[src/rtl/sha256_stream_core.sv]
// Streaming SHA-256 compression core: chains pre-padded 512-bit blocks, RND_PER_CYC rounds per clock.
// Optional SHA-224 IV/truncation selected by defining SHA224_MODE_EN (adds the mode_224 port).

module sha256_round (
  input  logic [0:7][31:0] st_in,
  input  logic [31:0]      k,
  input  logic [31:0]      w,
  output logic [0:7][31:0] st_out
);
  function automatic logic [31:0] rotr(input logic [31:0] x, input int n);
    return (x >> n) | (x << (32 - n));
  endfunction

  logic [31:0] s1, ch, t1, s0, maj, t2;

  always_comb begin
    s1  = rotr(st_in[4], 6) ^ rotr(st_in[4], 11) ^ rotr(st_in[4], 25);
    ch  = (st_in[4] & st_in[5]) ^ (~st_in[4] & st_in[6]);
    t1  = st_in[7] + s1 + ch + k + w;
    s0  = rotr(st_in[0], 2) ^ rotr(st_in[0], 13) ^ rotr(st_in[0], 22);
    maj = (st_in[0] & st_in[1]) ^ (st_in[0] & st_in[2]) ^ (st_in[1] & st_in[2]);
    t2  = s0 + maj;
    st_out    = st_in;
    st_out[0] = t1 + t2;
    st_out[1] = st_in[0];
    st_out[2] = st_in[1];
    st_out[3] = st_in[2];
    st_out[4] = st_in[3] + t1;
    st_out[5] = st_in[4];
    st_out[6] = st_in[5];
    st_out[7] = st_in[6];
  end
endmodule

module sha256_stream_core #(
  parameter int RND_PER_CYC = 1,
  parameter int DEPTH_W     = 7
) (
  input  logic         clk,
  input  logic         rst_n,
  input  logic         blk_valid,
  output logic         blk_ready,
  input  logic [511:0] blk_data,
  input  logic         blk_first,
  input  logic         blk_last,
`ifdef SHA224_MODE_EN
  input  logic         mode_224,
`endif
  output logic         dig_valid,
  input  logic         dig_ready,
  output logic [255:0] dig_data,
  output logic         busy
);

  if (RND_PER_CYC != 1 && RND_PER_CYC != 2 && RND_PER_CYC != 4) begin : g_bad_rnd
    $fatal(1, "sha256_stream_core: RND_PER_CYC must be 1, 2 or 4");
  end
  if ((1 << DEPTH_W) <= 64) begin : g_bad_depth
    $fatal(1, "sha256_stream_core: DEPTH_W too small for 64 rounds");
  end

  localparam logic [0:7][31:0] IV256 = {
    32'h6a09e667, 32'hbb67ae85, 32'h3c6ef372, 32'ha54ff53a,
    32'h510e527f, 32'h9b05688c, 32'h1f83d9ab, 32'h5be0cd19};
`ifdef SHA224_MODE_EN
  localparam logic [0:7][31:0] IV224 = {
    32'hc1059ed8, 32'h367cd507, 32'h3070dd17, 32'hf70e5939,
    32'hffc00b31, 32'h68581511, 32'h64f98fa7, 32'hbefa4fa4};
`endif

  localparam logic [0:63][31:0] K = {
    32'h428a2f98, 32'h71374491, 32'hb5c0fbcf, 32'he9b5dba5, 32'h3956c25b, 32'h59f111f1, 32'h923f82a4, 32'hab1c5ed5,
    32'hd807aa98, 32'h12835b01, 32'h243185be, 32'h550c7dc3, 32'h72be5d74, 32'h80deb1fe, 32'h9bdc06a7, 32'hc19bf174,
    32'he49b69c1, 32'hefbe4786, 32'h0fc19dc6, 32'h240ca1cc, 32'h2de92c6f, 32'h4a7484aa, 32'h5cb0a9dc, 32'h76f988da,
    32'h983e5152, 32'ha831c66d, 32'hb00327c8, 32'hbf597fc7, 32'hc6e00bf3, 32'hd5a79147, 32'h06ca6351, 32'h14292967,
    32'h27b70a85, 32'h2e1b2138, 32'h4d2c6dfc, 32'h53380d13, 32'h650a7354, 32'h766a0abb, 32'h81c2c92e, 32'h92722c85,
    32'ha2bfe8a1, 32'ha81a664b, 32'hc24b8b70, 32'hc76c51a3, 32'hd192e819, 32'hd6990624, 32'hf40e3585, 32'h106aa070,
    32'h19a4c116, 32'h1e376c08, 32'h2748774c, 32'h34b0bcb5, 32'h391c0cb3, 32'h4ed8aa4a, 32'h5b9cca4f, 32'h682e6ff3,
    32'h748f82ee, 32'h78a5636f, 32'h84c87814, 32'h8cc70208, 32'h90befffa, 32'ha4506ceb, 32'hbef9a3f7, 32'hc67178f2};

  localparam logic [DEPTH_W-1:0] CNT_LAST = DEPTH_W'(64 - RND_PER_CYC);

  function automatic logic [31:0] rotr(input logic [31:0] x, input int n);
    return (x >> n) | (x << (32 - n));
  endfunction
  function automatic logic [31:0] ssig0(input logic [31:0] x);
    return rotr(x, 7) ^ rotr(x, 18) ^ (x >> 3);
  endfunction
  function automatic logic [31:0] ssig1(input logic [31:0] x);
    return rotr(x, 17) ^ rotr(x, 19) ^ (x >> 10);
  endfunction

  typedef enum logic [1:0] {IDLE, RUN, FIN, HOLD} state_t;

  state_t                   state_q, state_d;
  logic [1:0]               rst_sync;
  logic                     srst_n;
  logic [0:7][31:0]         chain, vars, chain_sum, dig_nxt, iv_sel;
  logic [0:15][31:0]        w, w_nxt;
  logic [0:15+RND_PER_CYC][31:0] wx;
  logic [DEPTH_W-1:0]       cnt;
  logic                     last_q;
  logic [0:7][31:0]         st [RND_PER_CYC+1];
`ifdef SHA224_MODE_EN
  logic                     mode_q;
`endif

  // Reset asserts immediately but releases only after two clean clock edges.
  always_ff @(posedge clk or negedge rst_n) begin
    if (!rst_n) rst_sync <= 2'b00;
    else        rst_sync <= {rst_sync[0], 1'b1};
  end
  assign srst_n = rst_sync[1];

  assign blk_ready = (state_q == IDLE);
  assign busy      = (state_q != IDLE);

`ifdef SHA224_MODE_EN
  assign iv_sel = mode_224 ? IV224 : IV256;
`else
  assign iv_sel = IV256;
`endif

  // Window extension: words 16.. are the next schedule words; words 0..R-1 feed this cycle's rounds.
  always_comb begin
    wx = '0;
    for (int i = 0; i < 16; i++) wx[i] = w[i];
    for (int j = 0; j < RND_PER_CYC; j++)
      wx[16+j] = ssig1(wx[14+j]) + wx[9+j] + ssig0(wx[1+j]) + wx[j];
    w_nxt = '0;
    for (int i = 0; i < 16; i++) w_nxt[i] = wx[i+RND_PER_CYC];
  end

  assign st[0] = vars;
  for (genvar j = 0; j < RND_PER_CYC; j++) begin : g_rnd
    logic [5:0] kidx;
    assign kidx = cnt[5:0] + 6'(j);
    sha256_round u_rnd (
      .st_in  (st[j]),
      .k      (K[kidx]),
      .w      (wx[j]),
      .st_out (st[j+1])
    );
  end

  always_comb begin
    chain_sum = '0;
    for (int i = 0; i < 8; i++) chain_sum[i] = chain[i] + vars[i];
    dig_nxt = chain_sum;
`ifdef SHA224_MODE_EN
    if (mode_q) dig_nxt[7] = 32'h0;
`endif
  end

  always_comb begin
    state_d = state_q;
    case (state_q)
      IDLE:    if (blk_valid) state_d = RUN;
      RUN:     if (cnt == CNT_LAST) state_d = FIN;
      FIN:     state_d = last_q ? HOLD : IDLE;
      HOLD:    if (dig_ready) state_d = IDLE;
      default: state_d = IDLE;
    endcase
  end

  always_ff @(posedge clk or negedge srst_n) begin
    if (!srst_n) state_q <= IDLE;
    else         state_q <= state_d;
  end

  // A first block reloads the chain with the IV so FIN always adds to the chain.
  always_ff @(posedge clk or negedge srst_n) begin
    if (!srst_n) begin
      chain     <= IV256;
      vars      <= '0;
      w         <= '0;
      cnt       <= '0;
      last_q    <= 1'b0;
      dig_valid <= 1'b0;
      dig_data  <= '0;
`ifdef SHA224_MODE_EN
      mode_q    <= 1'b0;
`endif
    end else begin
      case (state_q)
        IDLE: if (blk_valid) begin
          w      <= blk_data;
          vars   <= blk_first ? iv_sel : chain;
          if (blk_first) chain <= iv_sel;
          last_q <= blk_last;
          cnt    <= '0;
`ifdef SHA224_MODE_EN
          if (blk_first) mode_q <= mode_224;
`endif
        end
        RUN: begin
          vars <= st[RND_PER_CYC];
          w    <= w_nxt;
          cnt  <= cnt + DEPTH_W'(RND_PER_CYC);
        end
        FIN: begin
          chain <= chain_sum;
          if (last_q) begin
            dig_data  <= dig_nxt;
            dig_valid <= 1'b1;
          end
        end
        HOLD: if (dig_ready) dig_valid <= 1'b0;
        default: ;
      endcase
    end
  end

endmodule
[config.mk]
export PLATFORM = sky130hd
export DESIGN_NAME = sha256_stream_core
export DESIGN_NICKNAME = d
export VERILOG_FILES = /design/src/rtl/sha256_stream_core.sv
export SDC_FILE = /design/constraint.sdc
export NUM_CORES = 2
export LEC_CHECK = 0
export ABC_AREA = 1
export CORE_UTILIZATION = 40
export DETAILED_ROUTE_END_ITERATION = 10
export SYNTH_ARGS = -nofsm -noshare
export SYNTH_HDL_FRONTEND = slang
export SYNTH_SLANG_ARGS = --single-unit
[constraint.sdc]
create_clock -name clk -period 44.9 [get_ports clk]
set_input_delay 6.735 -clock clk [delete_from_list [all_inputs] [get_ports clk]]
set_output_delay 6.735 -clock clk [all_outputs]
set_load 0.02 [all_outputs]
==> flow_summary.toml <==
[timing]
period_share = 0.254
setup_slack_ns = 33.48
relSlewSlack = 0.0919
max_freq_mhz = 87.6
hold_viol = 0
fin_crit_ns = 11.42
tightest_slew_ns = 1.36
setup_tns_ns = 0
grt_setup_unrepaired = "false"
skew_ns = 0.0532
drv_slew = 0
setup-violations-final = 0

[global_routing]
overflow = 0
grt_max_degree = 222
grt_first_pass_wirelength_um = 587000
grt_pass1_vias = 83500
grt_usage = 0.350
antenna_found_initial = 98

[clocking]
cts_sinks = 1293
cts_buffers = 156
clock_path_buffers = 3
insertion_delay_ns = 0.85
cts_resized = 0
cts_tree = "done"
cts-root-buf = "clkbuf_16"
holdBufCountCts = 0
post-cts-setup-buffer-count = 0
clkTransAtPathRegs_ns = 0.06
cts-htree-levels = 4

[critical_path]
critPathBufInv = 6
cp_max_fo = 221
worstPathRequired_ns = 45.63
cpMaxStageDelayCell = "buf_4"
crit_path_end_kind = "flip-flop"
r2r_setup_slack_ns = 35.88
cp-endpoint = "w[260]"
critPathMaxStageDelay_ns = 0.92
worstSetupStartpoint = "blk_valid"
rr_endpoint = "st[511]"
reg2reg_depth = 35
timing.rr.start = "cnt[0]"
crit_type = "in2reg"
critPathLaunchType = "primary input"
path_cells = "clkdlybuf4s50_1 -> inv_1 -> nor2_8 -> nor2_4 -> inv_8 -> buf_12 -> buf_12 -> buf_4 -> o211ai_1 -> o21ai_0"
arrival_ns = 12.15
critPathMostFrequentCell = "buf_12"
crit_cells = 10
path_delay_family = "buffers and inverters"

[detailed_routing]
drt_iter0_markers = 9031
first_pass_iters = 6
dr.max_layer_used = "met5"
drtAntennaViolNets = 0
routed_wl_um = 406000
route.detailed.drc = 0
avgRoutedWirePerCell_um = 26.4
num_vias = 87200
wl_met2_um = 186000
wl_met1_um = 172000
route.met3.wl_um = 30700
routed_via_density = 5.66

[synth]
yosys_warnings = 0
synth_top_area_cell = "dfrtp_1"
synth-simple-area-share = 0.181
synth-edff-count = 0
synth-compound-area-share = 0.218
avgSynthCellArea_um2 = 7.58
synth_cell_type_count = 70
seq_area_frac_synth = 0.362
synth-seq-cells = 1293
synthArstFlopShare = 1.00
synth.top_cell.area_share = 0.322
synth_fa_ha_area_frac = 0.0984
syn_area_um2 = 90000
synth_top_family_by_area = "compound AO/OA/AOI/OAI gates"
syn_nets = 13000
synthCells = 11900
synth_xor_area_frac = 0.0455
yosys-top-cells-area = "dfrtp_1 (32%), nand2_1 (12%), o21ai_0 (7.5%)"
muxShareOfSynthArea = 0
dominantRegCellSynth = "dfrtp_1"

[place]
dpl_worst_slack_ns = 32.82
numPortBuffers = 776
place.gp.congestion = 0.996
placedCellCount = 15100
dpl.hpwl_um = 317000

[floorplanning]
start_util = 0.404
die_x_um = 476
core.rowCount = 173
ioPinCount = 777
core-area_um2 = 223000
die_area_um2 = 227000
fp.dieH_um = 476

[status]
status = "finished clean"

[final_layout]
nets = 13400
layout-drive-gt1-share = 0.0462
area.growth.synth_to_final_pct = 16.5
final_util = 0.470
finalNonFillerCells = 15400

[min_path]
hold_class = "reg2async"

[run]
max_cap_violations = 0
-- state kept, by name, summed over array words and instances, names as in the netlist --
register	cells
last_q	1
state_q	2
dig_data	256
dig_valid	1
rst_sync	2
w	512
st	256
chain	256
cnt	7
-- synth_stat cells (241+ instances only) --
master and n:
a21oi_1 586, buf_2 241, clkbuf_1 320, dfrtp_1 1157, ha_1 395, inv_1 1516
nand2_1 2812, nand3_1 316, nor2_1 692, o211ai_1 649, o21ai_0 1342, xnor2_1 266
-- through the flow --
| stage | instance area, um^2 | hold WS [ns] |
|---|---|---|
| after floorplan | 90000 | 0.331 |
| after global placement | 99600 | 0.305 |
| after detailed placement | 99600 | 0.309 |
| after CTS | 105000 | 0.313 |
| after global routing | 105000 | 0.341 |
| final | 105000 | 0.291 |
-- worst min-delay path by stage --
stage	to	slack (ns)	depth (start not counted)
finish	dig_data[221]	0.29	0
global route	dig_data[221]	0.34	0
CTS	dig_data[221]	0.31	0
detailed placement	dig_data[221]	0.31	0
global placement	dig_data[221]	0.30	0
floorplan	rst_sync[1]	0.33	0
-- cell usage in the layout, fill, tap and decap left out, types with 44 or more instances in the layout --
cell type | Yosys | layout
inv_1 | 1516 | 1516
nor2_1 | 692 | 692
nand3_1 | 316 | 316
ha_1 | 395 | 395
xor2_1 | 201 | 201
o211ai_1 | 649 | 649
o221ai_1 | 58 | 58
dfrtp_1 | 1157 | 1155
a21oi_1 | 586 | 586
clkbuf_16 | 0 | 156
dfstp_2 | 136 | 136
nand2_1 | 2812 | 2811
clkbuf_1 | 320 | 44
a21o_1 | 56 | 56
o21ai_1 | 169 | 169
clkdlybuf4s50_1 | 0 | 775
o21ai_0 | 1342 | 1342
nand4_1 | 62 | 62
nor3_1 | 66 | 66
o21bai_1 | 69 | 69
xnor2_1 | 266 | 266
o31ai_1 | 54 | 54
a31oi_1 | 46 | 46
buf_4 | 23 | 93
fa_1 | 195 | 195
nor4_1 | 45 | 45
-- per-layer routing --
layer	GRT usage	vias up
li1	-	40300
met1	0.466	42400
met2	0.561	3715
met3	0.0634	684
met4	0.135	50
met5	0	-
-- cells by family (layout without fill, tap and decap cells) --
family | after synthesis | in the layout
AO/OA/AOI/OAI | 3289 | 3289
XOR/XNOR | 467 | 467
adder cells (fa/ha/maj) | 591 | 591
buffers and inverters | 2159 | 2689
flip-flops | 1293 | 1293
other | 1 | 42
AND/OR/NAND/NOR | 4068 | 4068
-- worst register-to-register path, delay by kind of cell (launching register included) --
| kind | cells | cell delay (ns) |
|---|---|---|
| flops | 1 | 0.73 |
| fa+ha+maj | 5 | 2.46 |
| compound gates | 11 | 2.26 |
| buf+inv | 7 | 1.21 |
| simple gates | 11 | 1.50 |
| xor+xnor | 1 | 0.82 |
-- final cells by class --
class	count	area, um^2
well taps	2975	3720
flip-flops and latches	1293	32500
repair buffers	875	8590
clock inverters	52	697
clock buffers	231	4500
fillers	22400	118000
multi-input cells	8416	48900
diodes	41	103
inverters	1531	5780
Power is not shown: default switching activity piles up to over one toggle a cycle in this logic, so the estimate is an artifact.
